$ cat src/rtl/simple_cpu_multicycle.sv
// Multi-cycle accumulator CPU: FETCH/DECODE/EXECUTE over a small register file,
// with C/Z conditional branches, HALT and a strobed output port.
module simple_cpu_multicycle #(
   parameter int  DATA_WIDTH     = 8,
   parameter int  REG_ADDR_WIDTH = 2,
   parameter int  PC_WIDTH       = 6,
   parameter int  SWITCH_WIDTH   = 6,
   localparam int INSTR_WIDTH    = 4 + 2*REG_ADDR_WIDTH + DATA_WIDTH
) (
   input  logic                    Clk,
   input  logic                    Rstn,
   input  logic                    Run,
   output logic [PC_WIDTH-1:0]     ImemAddr,
   input  logic [INSTR_WIDTH-1:0]  ImemData,
   input  logic [SWITCH_WIDTH-1:0] ExternalSwitch,
   output logic [DATA_WIDTH-1:0]   OutData,
   output logic                    OutValid,
   output logic [DATA_WIDTH-1:0]   LED,
   output logic                    CF,
   output logic                    ZF,
   output logic                    Halted,
   output logic [1:0]              DbgState
);

   localparam int NUM_REGS = 2**REG_ADDR_WIDTH;

   localparam logic [3:0] OP_NOP  = 4'h0;
   localparam logic [3:0] OP_MOV  = 4'h1;
   localparam logic [3:0] OP_LDI  = 4'h2;
   localparam logic [3:0] OP_IN   = 4'h3;
   localparam logic [3:0] OP_ADD  = 4'h4;
   localparam logic [3:0] OP_SUB  = 4'h5;
   localparam logic [3:0] OP_AND  = 4'h6;
   localparam logic [3:0] OP_OR   = 4'h7;
   localparam logic [3:0] OP_XOR  = 4'h8;
   localparam logic [3:0] OP_INC  = 4'h9;
   localparam logic [3:0] OP_SHL  = 4'hA;
   localparam logic [3:0] OP_OUT  = 4'hB;
   localparam logic [3:0] OP_JMP  = 4'hC;
   localparam logic [3:0] OP_JC   = 4'hD;
   localparam logic [3:0] OP_JZ   = 4'hE;
   localparam logic [3:0] OP_HALT = 4'hF;

   typedef enum logic [1:0] {
      ST_FETCH   = 2'd0,
      ST_DECODE  = 2'd1,
      ST_EXECUTE = 2'd2,
      ST_HALTED  = 2'd3
   } state_t;

   state_t                    r_state;
   state_t                    w_next_state;
   logic [PC_WIDTH-1:0]       r_pc;
   logic [INSTR_WIDTH-1:0]    r_ir;
   logic [DATA_WIDTH-1:0]     r_regs [NUM_REGS];
   logic [DATA_WIDTH-1:0]     r_a;
   logic [DATA_WIDTH-1:0]     r_b;
   logic [DATA_WIDTH-1:0]     r_out_data;
   logic                      r_out_valid;
   logic [DATA_WIDTH-1:0]     r_led;
   logic                      r_cf;
   logic                      r_zf;

   logic [3:0]                w_op;
   logic [REG_ADDR_WIDTH-1:0] w_rd;
   logic [REG_ADDR_WIDTH-1:0] w_rs;
   logic [DATA_WIDTH-1:0]     w_imm;
   logic [DATA_WIDTH:0]       w_sum;
   logic [DATA_WIDTH-1:0]     w_wr_data;
   logic                      w_wr_en;
   logic                      w_flag_en;
   logic                      w_cf_new;
   logic                      w_out_en;
   logic                      w_br_taken;
   logic [PC_WIDTH-1:0]       w_pc_next;

   assign w_op  = r_ir[INSTR_WIDTH-1 -: 4];
   assign w_rd  = r_ir[DATA_WIDTH+REG_ADDR_WIDTH +: REG_ADDR_WIDTH];
   assign w_rs  = r_ir[DATA_WIDTH +: REG_ADDR_WIDTH];
   assign w_imm = r_ir[DATA_WIDTH-1:0];

   // Execute stage works only on the DECODE latches, so rd==rs needs no special case.
   always_comb begin
      w_sum      = '0;
      w_wr_data  = r_a;
      w_wr_en    = 1'b0;
      w_flag_en  = 1'b0;
      w_cf_new   = r_cf;
      w_out_en   = 1'b0;
      w_br_taken = 1'b0;
      case (w_op)
         OP_MOV: begin w_wr_en = 1'b1; w_wr_data = r_b; end
         OP_LDI: begin w_wr_en = 1'b1; w_wr_data = w_imm; end
         OP_IN:  begin w_wr_en = 1'b1; w_wr_data = DATA_WIDTH'(ExternalSwitch); end
         OP_ADD: begin
            w_sum    = {1'b0, r_a} + {1'b0, r_b};
            w_cf_new = w_sum[DATA_WIDTH];
         end
         OP_SUB: begin
            w_sum    = {1'b0, r_a} - {1'b0, r_b};
            w_cf_new = w_sum[DATA_WIDTH];
         end
         OP_AND: begin w_sum = {1'b0, r_a & r_b}; w_cf_new = 1'b0; end
         OP_OR:  begin w_sum = {1'b0, r_a | r_b}; w_cf_new = 1'b0; end
         OP_XOR: begin w_sum = {1'b0, r_a ^ r_b}; w_cf_new = 1'b0; end
         OP_INC: begin
            w_sum    = {1'b0, r_a} + (DATA_WIDTH+1)'(1);
            w_cf_new = w_sum[DATA_WIDTH];
         end
         OP_SHL: begin
            w_sum    = {r_a, 1'b0};
            w_cf_new = w_sum[DATA_WIDTH];
         end
         OP_OUT: w_out_en   = 1'b1;
         OP_JMP: w_br_taken = 1'b1;
         OP_JC:  w_br_taken = r_cf;
         OP_JZ:  w_br_taken = r_zf;
         default: ;
      endcase
      if ((w_op >= OP_ADD) && (w_op <= OP_SHL)) begin
         w_wr_en   = 1'b1;
         w_flag_en = 1'b1;
         w_wr_data = w_sum[DATA_WIDTH-1:0];
      end
   end

   assign w_pc_next = w_br_taken ? w_imm[PC_WIDTH-1:0] : r_pc + PC_WIDTH'(1);

   always_ff @(posedge Clk) begin
      if (!Rstn) r_state <= ST_FETCH;
      else       r_state <= w_next_state;
   end

   always_comb begin
      w_next_state = r_state;
      case (r_state)
         ST_FETCH:   if (Run) w_next_state = ST_DECODE;
         ST_DECODE:  w_next_state = ST_EXECUTE;
         ST_EXECUTE: w_next_state = (w_op == OP_HALT) ? ST_HALTED : ST_FETCH;
         ST_HALTED:  w_next_state = ST_HALTED;
         default:    w_next_state = ST_FETCH;
      endcase
   end

   // Reset wins over every stage, so an in-flight instruction never writes back.
   always_ff @(posedge Clk) begin
      if (!Rstn) begin
         r_pc        <= '0;
         r_ir        <= '0;
         r_a         <= '0;
         r_b         <= '0;
         r_out_data  <= '0;
         r_out_valid <= 1'b0;
         r_led       <= '0;
         r_cf        <= 1'b0;
         r_zf        <= 1'b0;
         for (int i = 0; i < NUM_REGS; i++) r_regs[i] <= '0;
      end else begin
         r_out_valid <= 1'b0;
         case (r_state)
            ST_FETCH: if (Run) r_ir <= ImemData;
            ST_DECODE: begin
               r_a <= r_regs[w_rd];
               r_b <= r_regs[w_rs];
            end
            ST_EXECUTE: begin
               if (w_wr_en) r_regs[w_rd] <= w_wr_data;
               if (w_flag_en) begin
                  r_cf  <= w_cf_new;
                  r_zf  <= (w_wr_data == '0);
                  r_led <= w_wr_data;
               end
               if (w_out_en) begin
                  r_out_data  <= r_b;
                  r_out_valid <= 1'b1;
               end
               r_pc <= w_pc_next;
            end
            default: ;
         endcase
      end
   end

   assign ImemAddr = r_pc;
   assign OutData  = r_out_data;
   assign OutValid = r_out_valid;
   assign LED      = r_led;
   assign CF       = r_cf;
   assign ZF       = r_zf;
   assign Halted   = (r_state == ST_HALTED);
   assign DbgState = r_state;

endmodule
$ cat config.mk
export PLATFORM = sky130hd
export DESIGN_NAME = simple_cpu_multicycle
export DESIGN_NICKNAME = d
export VERILOG_FILES = /design/src/rtl/simple_cpu_multicycle.sv
export SDC_FILE = /design/constraint.sdc
export NUM_CORES = 1
export LEC_CHECK = 0
export BUFFER_PORTS_ARGS = -buffer_cell sky130_fd_sc_hd__buf_2
export CAP_MARGIN = 30
export CORE_UTILIZATION = 50
export DETAILED_ROUTE_END_ITERATION = 10
export PLACE_DENSITY = 0.71
export SKIP_LAST_GASP = 1
export SLEW_MARGIN = 10
export SYNTH_ARGS = -nofsm -noshare
export SYNTH_HDL_FRONTEND = slang
export SYNTH_SLANG_ARGS = --single-unit
$ cat constraint.sdc
create_clock -name Clk -period 2.8 [get_ports Clk]
set_input_delay 0.14 -clock Clk [delete_from_list [all_inputs] [get_ports Clk]]
set_output_delay 0.14 -clock Clk [all_outputs]
set_load 0.005 [all_outputs]
=== Word level (Yosys, flattened, before mapping) ===
Memories as Yosys holds them, arrays and structs flattened. A register that Yosys moved wholly into a read port is not among the register bits.
Index checks and enable logic that the tools add are counted.

* $lt $le $gt $ge: 2
* $add $sub $neg: 4
* Eq/ne operators: 19
* Bitwise logic cells: 3
* Muxes and demuxes: 22
* Reductions and logical operators: 14

{| class="wikitable"
|+ Operators with widths
! cell !! number
|-
| $pmux 8 s7 || 1
|-
| $eq 4x4->1 const B || 8
|-
| $pmux 8 s3 || 1
|-
| $eq 4x3->1 const B || 4
|-
| $mux 8 || 2
|-
| $mux 1 || 11
|-
| $add 8x1->9 const B || 1
|-
| $add 8x8->9 || 1
|-
| $sub 8x8->9 || 1
|-
| $and 8x8->8 || 1
|-
| $eq 4x2->1 const B || 2
|-
| $logic_not 8->1 || 1
|-
| $or 8x8->8 || 1
|-
| $pmux 2 s4 || 1
|-
| $reduce_and 2->1 || 4
|-
| $reduce_or 8->1 || 1
|-
| $xor 8x8->8 || 1
|-
| $add 6x1->6 const B || 1
|-
| $mux 2 || 3
|-
| $mux 6 || 1
|-
| $reduce_or 3->1 || 2
|-
| $pmux 1 s5 || 1
|-
| $reduce_bool 5->1 || 1
|-
| $eq 2x2->1 const B || 2
|-
| other kinds (10) || 11
|}

* Bits in registers: 43
* Bits in writable memories: 32
* Memories kept: 1
* Logic and storage cells: 73

{| class="wikitable"
|+ Memories
! name !! depth !! bits a word !! rd ports !! clocked after memory_dff !! wr ports !! line !! RTL
|-
| r_regs || 4 || 8 || 2 || 2 || 4 || 55 || <nowiki>logic [DATA_WIDTH-1:0] r_regs [NUM_REGS];</nowiki>
|}

=== Longest topological paths before layout ===
Gate-level depths: netlist of the first run.

* Word-level depth: 10
* Depth in mapped cells: 11
* Gate-level depth less buffers: 11

=== Worst setup path before layout of the first run ===
OpenSTA, ideal clock, no wires.

* Path type: register -> register
* Start: reg r_a[2], read port of r_regs
* End: reg r_zf (netlist: ZF)
* Stages on the path, launching flop included: 12
* Clock period less this slack: 2669 ps
* Path slack: 131 ps
* Buffers on the path: 2
* Data arrival time: 2609 ps
* Cell sequence: dfxtp_1 > clkbuf_1 > inv_1 > ha_1 > clkbuf_1 > nor2b_1 > o21ai_1 > or3b_1 > and4_1 > nor3_1 > and4_1 > a32o_2

* Longest elaborated chain between the ends: 4

{| class="wikitable"
|+ Ends and longest elaborated chain
! element !! line !! RTL
|-
| start: declaration || 56 || <nowiki>logic [DATA_WIDTH-1:0] r_a;</nowiki>
|-
| $add 8x1->9, or another cell as far along || 107 || <nowiki>w_sum = {1'b0, r_a} + (DATA_WIDTH+1)'(1);</nowiki>
|-
| $pmux 8 s7 || 91 || <nowiki>case (w_op)</nowiki>
|-
| $mux 8 * || 120 || <nowiki>if ((w_op >= OP_ADD) && (w_op <= OP_SHL)) begin</nowiki>
|-
| $logic_not 8->1 * || 170 || <nowiki>r_zf <= (w_wr_data == '0);</nowiki>
|-
| end signal: assignment || 170 ||
|-
| end: declaration || 62 || <nowiki>logic r_zf;</nowiki>
|}

Mark *: on every way between the ends. The rest lies on a longest branch, timed or not.
A chain may end at the register's enable or synchronous reset.

==> impl_metrics.csv, run 1 <==
group,metric,value,unit
power_and_ir_drop,p_leak,2.72,nW
cells_and_area,layout_commonest_cell,"nand2_1",
clock_network,clkTransAtPathRegs,70,ps
clock_network,clockBufferDepth,2,
synth,async_flop_share,0,
synth,syn_area_per_cell,9.10,um^2
clock_network,cts_buffers,9,
floorplanning,die_x,111,um
place,portBuffers,52,
flow_run,cap_violations,0,
detailed_routing,drt-pass1-iter-count,8,
power_and_ir_drop,power,3.35,mW
synth,synth_nets,709,
power_and_ir_drop,powerDensity,479,nW/um^2
timing,timing.final.crit_share,0.948,
clock_network,hold_buffers,0,
power_and_ir_drop,swShare,0.270,
worst_hold_path,hold_class,"input pin to register",
critical_path,critical_path.startpoint_type,"register",
detailed_routing,dr.first_iter.drc_count,361,
cells_and_area,final_nets,783,
cells_and_area,diodes,0,
detailed_routing,drc,2,
clock_network,cts_setup_buffers,0,
floorplanning,io_pins,53,
grt,antenna_found_initial,0,
timing,finalSetupViolCount,0,
cells_and_area,final_cells,878,
power_and_ir_drop,pwr-share-clk,0.398,
synth,yosysUniqueCellTypes,78,
critical_path,end_kind,"register",
timing,slew_viol_final,0,
run_status,outcome,"finished with violations",
timing,hold_viol_final,0,
clock_network,clk_latency,340,ps
synth,ys_ff_latch,91,
detailed_routing,wire_per_inst,20.0,um
timing,grt_setup_unrepaired,"false",
timing,setup-tns-final,0,ps
floorplanning,start_util,0.519,
synth,netlist_area,5970,um^2
critical_path,path_class,"register to register",
cells_and_area,final_cell_mix,"100 x nand2_1, 58 x dfxtp_1, 56 x nor2_1",
grt,grt_max_degree,41,
timing,tightest_slew,744,ps
timing,fin_crit,2650,ps
grt,grt_overflow_total,0,
cells_and_area,areaGrowthSynthToFinish,17.0,%
clock_network,htree_levels,3,
floorplanning,rows,39,
cells_and_area,drive_gt1_frac,0.223,
clock_network,cts_tree,"built",
power_and_ir_drop,p_int,2.44,mW
critical_path,worstPathMaxFanout,7,
power_and_ir_drop,power_switching,902,uW
detailed_routing,num_vias,5217,
synth,yosysWarnings,0,
detailed_routing,via_per_inst,5.94,
timing,fin_skew,6.40,ps
grt,first_global_vias,5190,
detailed_routing,routed_wl,17600,um
grt,grtUsageTotal,0.297,
critical_path,cp.required,2900,ps
detailed_routing,drtAntennaViolNets,0,
floorplanning,fp.dieH,111,um
critical_path,crit_arrival,2750,ps
synth,ys_seq_area_frac,0.359,
power_and_ir_drop,p_comb_frac,0.162,
cells_and_area,post-route-util,0.607,
clock_network,root_buffer,"clkbuf_16",
clock_network,cts.sinks,91,
synth,syn_inst,656,
synth,synth_edf_count,32,
power_and_ir_drop,vdd_drop_max,0.000449,V
place,place_inst,862,
synth,ys.flop_type,"dfxtp_1",
power_and_ir_drop,p_seq_frac,0.440,
floorplanning,core_area,11500,um^2
timing,slew_headroom,0.503,
timing,fmax,377,MHz
grt,grt_first_pass_wirelength,28300,um
place,dpl.hpwl,13500,um
run_status,violations,"design-rule violations",
place,gp_congestion,0.948,
floorplanning,dieArea,12400,um^2
## per-layer routing
metal | share of wire | GRT usage
met5 | 0 | 0
met4 | 0.027 | 0.110
met3 | 0.057 | 0.0558
met2 | 0.47 | 0.489
met1 | 0.44 | 0.389
## sequential cells by signal, indices dropped and copies added, names as in the netlist
| name | count |
|---|---|
| r_b | 8 |
| r_regs | 32 |
| ZF | 1 |
| LED | 8 |
| CF | 1 |
| DbgState | 2 |
| OutValid | 1 |
| r_ir | 16 |
| ImemAddr | 6 |
| r_a | 8 |
| OutData | 8 |
## cells by family after synthesis
family | synth area share
adder cells (fa/ha/maj) | 0.0612
XOR/XNOR | 0.00733
flip-flops | 0.359
AO/OA/AOI/OAI | 0.181
AND/OR/NAND/NOR | 0.225
multiplexers | 0.109
buffers and inverters | 0.0582
## area by class of cell
cell class / count / area, um^2
timing repair buffer: 109 / 726
inverter: 29 / 109
multi-input combinational: 490 / 3500
fill: 1002 / 4530
sequential: 91 / 2140
tap: 143 / 179
clock inverter: 7 / 98.8
clock buffer: 9 / 225
## cell usage after synthesis, drive strengths merged (5+ instances only)
cell type,instances,share of area
o22ai,7,0.0084
nand2,100,0.063
edfxtp,32,0.16
and2,8,0.0084
nor3,16,0.014
dfxtp,59,0.20
clkbuf,30,0.019
mux4,18,0.068
a221oi,5,0.0073
a21oi,24,0.021
and3,6,0.0063
nor2b,22,0.023
buf,16,0.021
o21ai,23,0.019
nor2,57,0.036
inv,29,0.018
nor3b,5,0.0063
o211a,8,0.013
nand3,11,0.0092
nand2b,12,0.013
a21boi,34,0.043
mux2i,22,0.037
ha,26,0.054
## final timing paths
path	startpoint	to	slack [ps]	depth (start not counted)
setup / recovery	r_b[6]$_SDFFE_PN0N_	r_regs[3][6]$_DFFE_PP_	150	9
hold / removal	ImemData[9]	r_ir[9]$_SDFFE_PN0P_	40	3
hold reg to reg	r_ir[1]$_SDFFE_PN0P_	r_ir[1]$_SDFFE_PN0P_	490	2
setup reg to reg	r_b[6]$_SDFFE_PN0N_	r_regs[3][6]$_DFFE_PP_	150	9
## what timing repair did
| item | in CTS | in global routing |
|---|---|---|
| resized for setup | 0 | 4 |
| endpoints found under the setup margin | 0 | 11 |
| hold endpoints to repair | 0 | 0 |
## stage by stage
step / instance area [um^2] / hold WS (ps) / setup slack, ps
floorplan: 5970 / 285 / 131
global placement: 6640 / 390 / 102
detailed placement: 6640 / 399 / 56.6
CTS: 6970 / 37.8 / 35.0
global route: 6990 / 54.8 / 36.8
finish: 6990 / 43.5 / 147
## critical path, stage by stage, from the launching register on
cell and delay (ps):
dfxtp_1 420, inv_1 140, ha_1 410, or3b_2 170
a21oi_2 50, a41o_1 200, or4_4 520, nor4_4 250
buf_4 210, nor2_1 50
## power groups by stage
stage	Sequential, mW	Combinational (mW)	Clock [mW]
after floorplan	1.47	0.358	0
after CTS	1.47	0.536	1.34
after global routing	1.48	0.590	1.40
after detailed placement	1.50	0.532	0
after global placement	1.50	0.529	0
final	1.47	0.543	1.33
Power figures use the tool's default switching activity.
==> run 2, diff against run 1 <==
--- a/config.mk
+++ b/config.mk
@@ -10,6 +10,7 @@
 export CORE_UTILIZATION = 50
 export DETAILED_ROUTE_END_ITERATION = 10
 export PLACE_DENSITY = 0.71
+export SETUP_SLACK_MARGIN = 0.2
 export SKIP_LAST_GASP = 1
 export SLEW_MARGIN = 10
 export SYNTH_ARGS = -nofsm -noshare
==> run 2 against run 1 <==
- the run now ends clean
- sequential share of layout area decreased by 0.17 points
- register-to-register slack better by 110 ps
- critical path type unchanged
- cell area increased by 0.66%
- critical path depth grew 1
- worst setup slack better by 110 ps
- via count rose by 3.2%
==> impl_metrics.csv, run 2 (synthesis gave the netlist of run 1 again) <==
group,metric,value,unit
cells_and_area,final_cell_mix,"99 x nand2_1, 56 x dfxtp_1, 56 x nor2_1",
power_and_ir_drop,powerDensity,478,nW/um^2
grt,antenna_found_initial,0,
worst_hold_path,hold_class,"input pin to register",
timing,slew_headroom,0.488,
detailed_routing,num_vias,5384,
detailed_routing,dr.first_iter.drc_count,519,
clock_network,cts_buffers,9,
timing,setup-tns-final,0,ps
critical_path,cp.required,3040,ps
floorplanning,fp.dieH,111,um
timing,fin_ws,253,ps
detailed_routing,top_layer,"met4",
critical_path,critPathTopFamily,"adder cells",
critical_path,crit_arrival,2780,ps
floorplanning,start_util,0.519,
cells_and_area,layout_commonest_cell,"nand2_1",
critical_path,worstPathMaxFanout,9,
cells_and_area,top_register,"r_regs",
critical_path,path_cells,"buf_4 -> ha_1 -> inv_2 -> fa_2 -> o2bb2ai_1 -> o22ai_2 -> and3_1 -> and4_1 -> and4_1 -> a32o_2",
clock_network,hold_buffers,0,
detailed_routing,drtAntennaViolNets,0,
cells_and_area,n_fill_cell,1009,
grt,grt_first_pass_wirelength,27900,um
clock_network,cts_tree,"built",
detailed_routing,met3_length,1430,um
critical_path,crit_top_cell,"and4_1",
cells_and_area,diodes,0,
cells_and_area,multi_input_area,3550,um^2
critical_path,max_stage_delay,420,ps
detailed_routing,drc,0,
flow_run,cap_violations,0,
place,dpl_worst_slack,216,ps
timing,tightest_slew,766,ps
timing,slew_viol_final,0,
floorplanning,core_area,11500,um^2
detailed_routing,wire_per_inst,20.3,um
clock_network,clkTransAtPathRegs,70,ps
grt,grtUsageTotal,0.294,
timing,fin_crit,2550,ps
timing,timing.final.crit_share,0.910,
timing,grt_setup_unrepaired,"true",
grt,grt_max_degree,39,
power_and_ir_drop,power,3.36,mW
power_and_ir_drop,p_leak,2.73,nW
cells_and_area,final_cells,875,
run_status,outcome,"complete, no violations",
critical_path,critPathBufInv,2,
place,place_inst,859,
clock_network,cts.sinks,91,
clock_network,clockBufferDepth,2,
critical_path,critPathSlowestCell,"fa_2",
timing,finalSetupViolCount,0,
floorplanning,dieArea,12400,um^2
detailed_routing,routed_wl,17800,um
timing,hold_viol_final,0,
detailed_routing,drt-pass1-iter-count,7,
place,gp_congestion,0.898,
cells_and_area,drive_gt1_frac,0.234,
place,dpl.hpwl,13300,um
timing,fmax,393,MHz
floorplanning,io_pins,53,
grt,grt_overflow_total,0,
detailed_routing,via_per_inst,6.15,
floorplanning,rows,39,
critical_path,end_kind,"register",
critical_path,path_class,"register to register",
detailed_routing,met1_length,7530,um
detailed_routing,wl_met2,8160,um
clock_network,htree_levels,3,
cells_and_area,largest_reg_flops,32,
critical_path,critical_path.startpoint_type,"register",
cells_and_area,seq_area,2150,um^2
clock_network,root_buffer,"clkbuf_16",
cells_and_area,post-route-util,0.611,
clock_network,clk_latency,350,ps
cells_and_area,final_nets,780,
cells_and_area,biggestRegsByFlops,"r_regs x32, r_ir x16",
grt,first_global_vias,5245,
place,portBuffers,52,
power_and_ir_drop,vdd_drop_max,0.000376,V
timing,fin_skew,11.4,ps
cells_and_area,areaGrowthSynthToFinish,17.7,%
floorplanning,die_x,111,um
-- run 2: changes by cell type in the layout (fill, tap and decap cells not counted), sizes merged --
cell,delta
inv,+1
clkinvlp,-1
buf,-3
-- run 2: worst register-to-register path, stage by stage, from the launching register on --
cell	delay [ps]
dfxtp_1	310
buf_4	160
ha_1	240
inv_2	80
fa_2	420
o2bb2ai_1	230
o22ai_2	200
and3_1	210
and4_1	190
and4_1	190
a32o_2	210
-- run 2: final timing paths --
path	from	slack (ps)	cells past startpoint	end
setup reg to reg	r_a[0]$_SDFFE_PN0N_	250	10	ZF$_SDFFE_PN0P_
setup / recovery	r_a[0]$_SDFFE_PN0N_	250	10	ZF$_SDFFE_PN0P_
hold / removal	ImemData[9]	40	3	r_ir[9]$_SDFFE_PN0P_
hold reg to reg	r_ir[1]$_SDFFE_PN0P_	490	2	r_ir[1]$_SDFFE_PN0P_
-- run 2: stage by stage --
step | hold WS (ps) | instance area [um^2]
2_1_floorplan | 285 | 5980
6_report | 40.1 | 7030
5_1_grt | 49.9 | 7030
3_5_place_dp | 404 | 6640
3_3_place_gp | 391 | 6640
4_1_cts | 40.6 | 6960
-- run 2: cell type report --
class                           instances  share of cell area
Clock buffer                            9              0.0320
Sequential cell                        91               0.305
Multi-Input combinational cell        490               0.505
Clock inverter                          7              0.0139
Inverter                               29              0.0155
Timing Repair Buffer                  106               0.103
Tap cell                              143              0.0254
-- run 2: power breakdown --
part           internal (mW)  total, mW  switching, mW
Combinational          0.251      0.561          0.310
Clock                  0.790       1.33          0.539
Sequential              1.41       1.47         0.0618
-- run 2: per-layer routing --
metal | vias to the layer above | GRT usage
li1 | 2497 | -
met1 | 2586 | 0.388
met2 | 255 | 0.463
met3 | 46 | 0.0596
met4 | 0 | 0.136
met5 | - | 0
-- run 2: timing repair --
item                                    in CTS  in global routing
endpoints found under the setup margin       1                 37
pin swaps                                    0                  1
buffers inserted                             0                  0
resized for setup                            1                 17
gates cloned                                 0                  0
